$ cat config.mk
export PLATFORM = sky130hd
export DESIGN_NAME = calc_sequencer
export DESIGN_NICKNAME = d
export VERILOG_FILES = /design/src/rtl/calc_sequencer.sv
export SDC_FILE = /design/constraint.sdc
export NUM_CORES = 1
export LEC_CHECK = 0
export ABC_AREA = 1
export CAP_MARGIN = 20
export CORE_AREA = 2 2 108 68
export CTS_CLUSTER_DIAMETER = 60
export DETAILED_ROUTE_END_ITERATION = 7
export DIE_AREA = 0 0 110 70
export GPL_TIMING_DRIVEN = 0
export PLACE_DENSITY = 0.86
export SYNTH_ARGS = -nofsm -noshare
export SYNTH_HDL_FRONTEND = slang
export SYNTH_SLANG_ARGS = --single-unit
$ cat constraint.sdc
create_clock -name clk -period 3.1 [get_ports clk]
set_clock_uncertainty 0.15 [all_clocks]
set_input_delay 0.465 -clock clk [delete_from_list [all_inputs] [get_ports clk]]
set_output_delay 0.465 -clock clk [all_outputs]
set_load 0.1 [all_outputs]
$ cat src/rtl/calc_sequencer.sv
// calc_sequencer: two-requester round-robin front end for one serial calc unit.
// A granted {op, a, b} is serialised as operand, operator, optional second
// operand on calc's validIn/dataIn word protocol. The result is taken from
// calc_dataOut and returned tagged with the requester id.
//
// Handshake rule (requests and responses alike): a transfer completes on a
// rising clk edge where valid and ready are both high. The producer holds
// valid and payload stable until that edge. Ready may depend combinationally
// on valid.
module calc_sequencer #(
   parameter int         W          = 16,
   parameter logic [7:0] UNARY_MASK = 8'b0000_1100,
   parameter int         RES_WAIT   = 0
) (
   input  logic         clk,
   input  logic         rst,
   input  logic [1:0]   req_valid,
   output logic [1:0]   req_ready,
   input  logic [2:0]   req_op0,
   input  logic [2:0]   req_op1,
   input  logic [W-1:0] req_a0,
   input  logic [W-1:0] req_a1,
   input  logic [W-1:0] req_b0,
   input  logic [W-1:0] req_b1,
   output logic         rsp_valid,
   input  logic         rsp_ready,
   output logic         rsp_id,
   output logic [W-1:0] rsp_data,
   output logic         busy,
   output logic         calc_validIn,
   output logic [W-1:0] calc_dataIn,
   input  logic [W-1:0] calc_dataOut,
   output logic [3:0]   dbg_state
);

   localparam logic [3:0] S_IDLE = 4'd0;
   localparam logic [3:0] S_A_S  = 4'd1;
   localparam logic [3:0] S_A_G  = 4'd2;
   localparam logic [3:0] S_O_S  = 4'd3;
   localparam logic [3:0] S_O_G  = 4'd4;
   localparam logic [3:0] S_B_S  = 4'd5;
   localparam logic [3:0] S_B_G  = 4'd6;
   localparam logic [3:0] S_WAIT = 4'd7;
   localparam logic [3:0] S_RESP = 4'd8;

   // Wait counter is loaded with RES_WAIT-1 and leaves WAIT when it reads zero.
   localparam int            CW        = (RES_WAIT > 1) ? $clog2(RES_WAIT) : 1;
   localparam logic [CW-1:0] WAIT_LOAD = CW'((RES_WAIT > 0) ? RES_WAIT - 1 : 0);
   localparam logic [3:0]    S_POST    = (RES_WAIT > 0) ? S_WAIT : S_RESP;
   localparam logic          CAP_AT_GAP = (RES_WAIT == 0);

   logic [3:0]    state_q, state_d;
   logic          last_q, last_d;
   logic          id_q, id_d;
   logic [2:0]    op_q, op_d;
   logic [W-1:0]  a_q, a_d;
   logic [W-1:0]  b_q, b_d;
   logic [CW-1:0] cnt_q, cnt_d;
   logic [W-1:0]  res_q, res_d;

   logic          grant;
   logic          win;
   logic          cap;
   logic          unary;

   assign unary = UNARY_MASK[op_q];

   // Arbitration: sole requester wins, a tie goes to the one not granted last.
   always_comb begin
      win       = (req_valid == 2'b11) ? ~last_q : req_valid[1];
      grant     = (state_q == S_IDLE) && (req_valid != 2'b00) && !rst;
      req_ready = 2'b00;
      if (grant) begin
         req_ready = win ? 2'b10 : 2'b01;
      end
   end

   // Next-state, wait counter and result-capture decision.
   always_comb begin
      state_d = state_q;
      cnt_d   = cnt_q;
      cap     = 1'b0;
      case (state_q)
         S_IDLE: if (grant) state_d = S_A_S;
         S_A_S:  state_d = S_A_G;
         S_A_G:  state_d = S_O_S;
         S_O_S:  state_d = S_O_G;
         S_O_G: begin
            if (unary) begin
               state_d = S_POST;
               cnt_d   = WAIT_LOAD;
               cap     = CAP_AT_GAP;
            end else begin
               state_d = S_B_S;
            end
         end
         S_B_S:  state_d = S_B_G;
         S_B_G: begin
            state_d = S_POST;
            cnt_d   = WAIT_LOAD;
            cap     = CAP_AT_GAP;
         end
         S_WAIT: begin
            if (cnt_q == '0) begin
               state_d = S_RESP;
               cap     = 1'b1;
            end else begin
               cnt_d = cnt_q - CW'(1);
            end
         end
         S_RESP: if (rsp_ready) state_d = S_IDLE;
         default: state_d = S_IDLE;
      endcase
   end

   // Request latch, grant pointer and result capture.
   always_comb begin
      last_d = last_q;
      id_d   = id_q;
      op_d   = op_q;
      a_d    = a_q;
      b_d    = b_q;
      res_d  = res_q;
      if (grant) begin
         last_d = win;
         id_d   = win;
         op_d   = win ? req_op1 : req_op0;
         a_d    = win ? req_a1  : req_a0;
         b_d    = win ? req_b1  : req_b0;
      end
      if (cap) begin
         res_d = calc_dataOut;
      end
   end

   // State registers with synchronous reset.
   always_ff @(posedge clk) begin
      if (rst) begin
         state_q <= S_IDLE;
         last_q  <= 1'b1;
         id_q    <= 1'b0;
         op_q    <= 3'd0;
         a_q     <= '0;
         b_q     <= '0;
         cnt_q   <= '0;
         res_q   <= '0;
      end else begin
         state_q <= state_d;
         last_q  <= last_d;
         id_q    <= id_d;
         op_q    <= op_d;
         a_q     <= a_d;
         b_q     <= b_d;
         cnt_q   <= cnt_d;
         res_q   <= res_d;
      end
   end

   // Word driven to calc: gap states hold the word of the preceding strobe.
   always_comb begin
      calc_validIn = (state_q == S_A_S) || (state_q == S_O_S) || (state_q == S_B_S);
      case (state_q)
         S_A_S, S_A_G: calc_dataIn = a_q;
         S_O_S, S_O_G: calc_dataIn = {{(W-3){1'b0}}, op_q};
         S_B_S, S_B_G: calc_dataIn = b_q;
         default:      calc_dataIn = '0;
      endcase
   end

   assign rsp_valid = (state_q == S_RESP);
   assign rsp_id    = id_q;
   assign rsp_data  = res_q;
   assign busy      = (state_q != S_IDLE);
   assign dbg_state = state_q;

endmodule

==> metrics.yaml, run 1 <==
logic_synthesis:
  avgSynthCellArea_sq_um: 6.45
  synth_top_family_by_area: "simple AND/OR/NAND/NOR gates"
  synth_compound_area_frac: 0.123
  synthFlopType: "dfxtp_1"
  synth_fa_ha_area_frac: 0
  synth_top_area_frac: 0.395
  yosysTopAreaCell: "dfxtp_1"
  synth_warnings: 0
  synth_edf_count: 0
  synth_area_sq_um: 2940
  synth-seq-cells: 58
  synthesis.nets: 547
  yosys-top-cells-area: "dfxtp_1 40%, nand2_1 26%, a21oi_1 8.9%"
  yosysMostFrequentCell: "nand2_1"
  synthArstFlopShare: 0
  synth_commonest_cells: "204 x nand2_1, 58 x dfxtp_1, 52 x a21oi_1, 45 x nand3_1, 31 x inv_1"
  synth-simple-area-share: 0.383
  synth_mux_area_frac: 0
  ys_types: 20
  yosysSeqAreaShare: 0.395
  synth-xor-area-share: 0
  syn_inst: 456
outcome:
  outcome: "complete, no violations"
sta:
  tns_ns: 0
  max_freq_mhz: 333
  hold_ws_ns: 0.293
  maxSlewViolCount: 0
  finalSetupViolations: 0
  finalCriticalPeriod_ns: 3.00
  maxSlewHeadroom: 0.328
  tightest_slew_ns: 1.00
  finalCritPeriodShare: 0.968
  hold_viol: 0
  rsz0062_at_grt: "no"
die:
  die_w_um: 110
  die_h_um: 70
  io_pins: 133
  num_rows: 24
  core-area_sq_um: 6880
  initial_core_util: 0.427
  die_area_sq_um: 7700
power_and_ir_drop:
  net-switching-power_mw: 1.45
  p_leak_nw: 1.96
  peakVddDrop_v: 0.000887
  total_power_mw: 3.07
  seq_power_share: 0.304
  clkPwrFrac: 0.199
  p_per_area_nw_per_um2: 678
  combPwrFrac: 0.497
  sw_frac_of_total: 0.471
  p_int_mw: 1.62
placed_design:
  port_buffers: 131
  place_congestion: 0.847
  hpwl_mm: 7.12
clock_network:
  cts-root-buf: "clkbuf_8"
  htree_levels: 3
  cts_buffers: 9
  cts_hold_buf: 0
  clk_pin_slew_ns: 0.06
  cts_tree: "yes"
  cts_buffer_depth: 2
  clk_latency_ns: 0.33
  cts.sinks: 58
route:
  firstDrtPassIters: 5
  vias_per_cell: 4.88
  num_vias: 3380
  drc: 0
  routed_wl_mm: 9.09
  first_iter_violations: 163
  wl_per_cell_um: 13.1
  ant_nets: 0
critical_path:
  end_kind: "output port"
  crit_arrival_ns: 2.39
  startpoint_type: "input port"
  path_max_fanout: 10
  critPathRequiredTime_ns: 2.48
  path_class: "in2out"
global_routing:
  grtUsageTotal: 0.246
  grt_pass1_vias: 3267
  grt_pass1_wl_mm: 14.9
  grt.overflow.total: 0
  grt_max_degree: 11
  grt_antenna_before_repair: 0
worst_hold_path:
  holdCritPathClass: "reg2reg"
layout:
  multi_input_area_sq_um: 1500
  diodes: 0
  post-route-util: 0.659
  num-fill-cells: 588
  layout.area.seq_sq_um: 1160
  drive_above_1_share: 0.105
  synthToLayoutAreaGrowth_pct: 54.2
  nNetsFinal: 689
run:
  cap_violations: 0
==> layout by cell type (no fill, tap or decap), drive strengths merged <==
| cell type | netlist | final |
|---|---|---|
| nand2 | 204 | 204 |
| nor2 | 11 | 11 |
| buf | 19 | 20 |
| clkdlybuf4s15 | 0 | 10 |
| clkdlybuf4s50 | 0 | 112 |
| clkbuf | 10 | 27 |
| nand3 | 47 | 47 |
| nand4 | 1 | 1 |
| a21oi | 52 | 52 |
| o21ai | 20 | 20 |
| inv | 33 | 33 |
| nor3 | 1 | 1 |
| clkdlybuf4s18 | 0 | 1 |
| dfxtp | 58 | 58 |
| dlygate4sd2 | 0 | 2 |
| clkinv | 0 | 3 |
==> path summary, 6_finish.rpt <==
path,startpoint,to,slack (ns),cells past startpoint
worst max-delay path,req_valid[0],req_ready[1],0.1,7
worst min-delay path,rsp_data[5],rsp_data[5],0.29,2
worst min register to register,rsp_data[5],rsp_data[5],0.29,2
worst max register to register,last_q,b_q[7],1.38,7
==> power groups by stage <==
stage | sequential (mW) | clock (mW) | combinational (mW)
after floorplan | 1.10 | 0 | 0.957
after global placement | 0.942 | 0 | 1.51
after detailed placement | 0.949 | 0 | 1.54
after CTS | 0.933 | 0.616 | 1.53
after global routing | 0.948 | 0.645 | 1.64
final | 0.935 | 0.611 | 1.53
==> cell type report <==
cell class / count / area share
Tap cell: 91 / 0.0251
Clock inverter: 3 / 0.00331
Inverter: 33 / 0.0273
Clock buffer: 12 / 0.0342
Buffer: 29 / 0.0373
Multi-Input combinational cell: 336 / 0.331
Sequential cell: 58 / 0.256
Timing Repair Buffer: 131 / 0.285
==> worst max-delay path: stages <==
cell             delay, ns
clkdlybuf4s50_1       0.42
nand2_1               0.33
nand2_1               0.13
buf_4                 0.21
buf_4                 0.18
nor2_2                0.10
clkdlybuf4s18_2       0.54
==> routing by layer <==
metal,track usage,vias to the layer above,wire (um)
met5,0,-,0
met4,0.0577,0,78
met3,0.0626,10,663
met2,0.393,111,4130
met1,0.334,1534,4220
li1,-,1725,-
==> what timing repair did <==
action,CTS,global route
buffers inserted,0,0
resized for setup,43,13
setup endpoints to repair,19,7
==> logic make-up after synthesis <==
family / count (synthesis)
simple gates: 264
compound gates: 72
buf+inv: 62
flops: 58
==> through the flow <==
step,setup WS [ns],std cells,area [sq um]
finish,0.0982,693,4530
global route,0.00389,693,4530
CTS,0.0298,693,4560
detailed placement,-0.544,678,4380
global placement,-0.526,678,4380
floorplan,0.0556,456,2960
==> state kept, by name (all words and copies together) (netlist names) <==
name and cells:
last_q 1, op_q 3, b_q 16, rsp_data 16, dbg_state 4, a_q 16
rsp_id 1, unary 1
(Power assumes the default switching activity.)
==> run 2, diff against run 1 <==
- ABC_CLOCK_PERIOD_IN_PS: unset -> 3100
==> results of run 2 <==
The final DEF is identical to that of run 1; final timing and power are the same.
==> run 3, diff against run 2 <==
- CAP_MARGIN: 20 -> 25
==> results of run 3 <==
The final DEF is identical to that of run 1; final timing and power are the same.
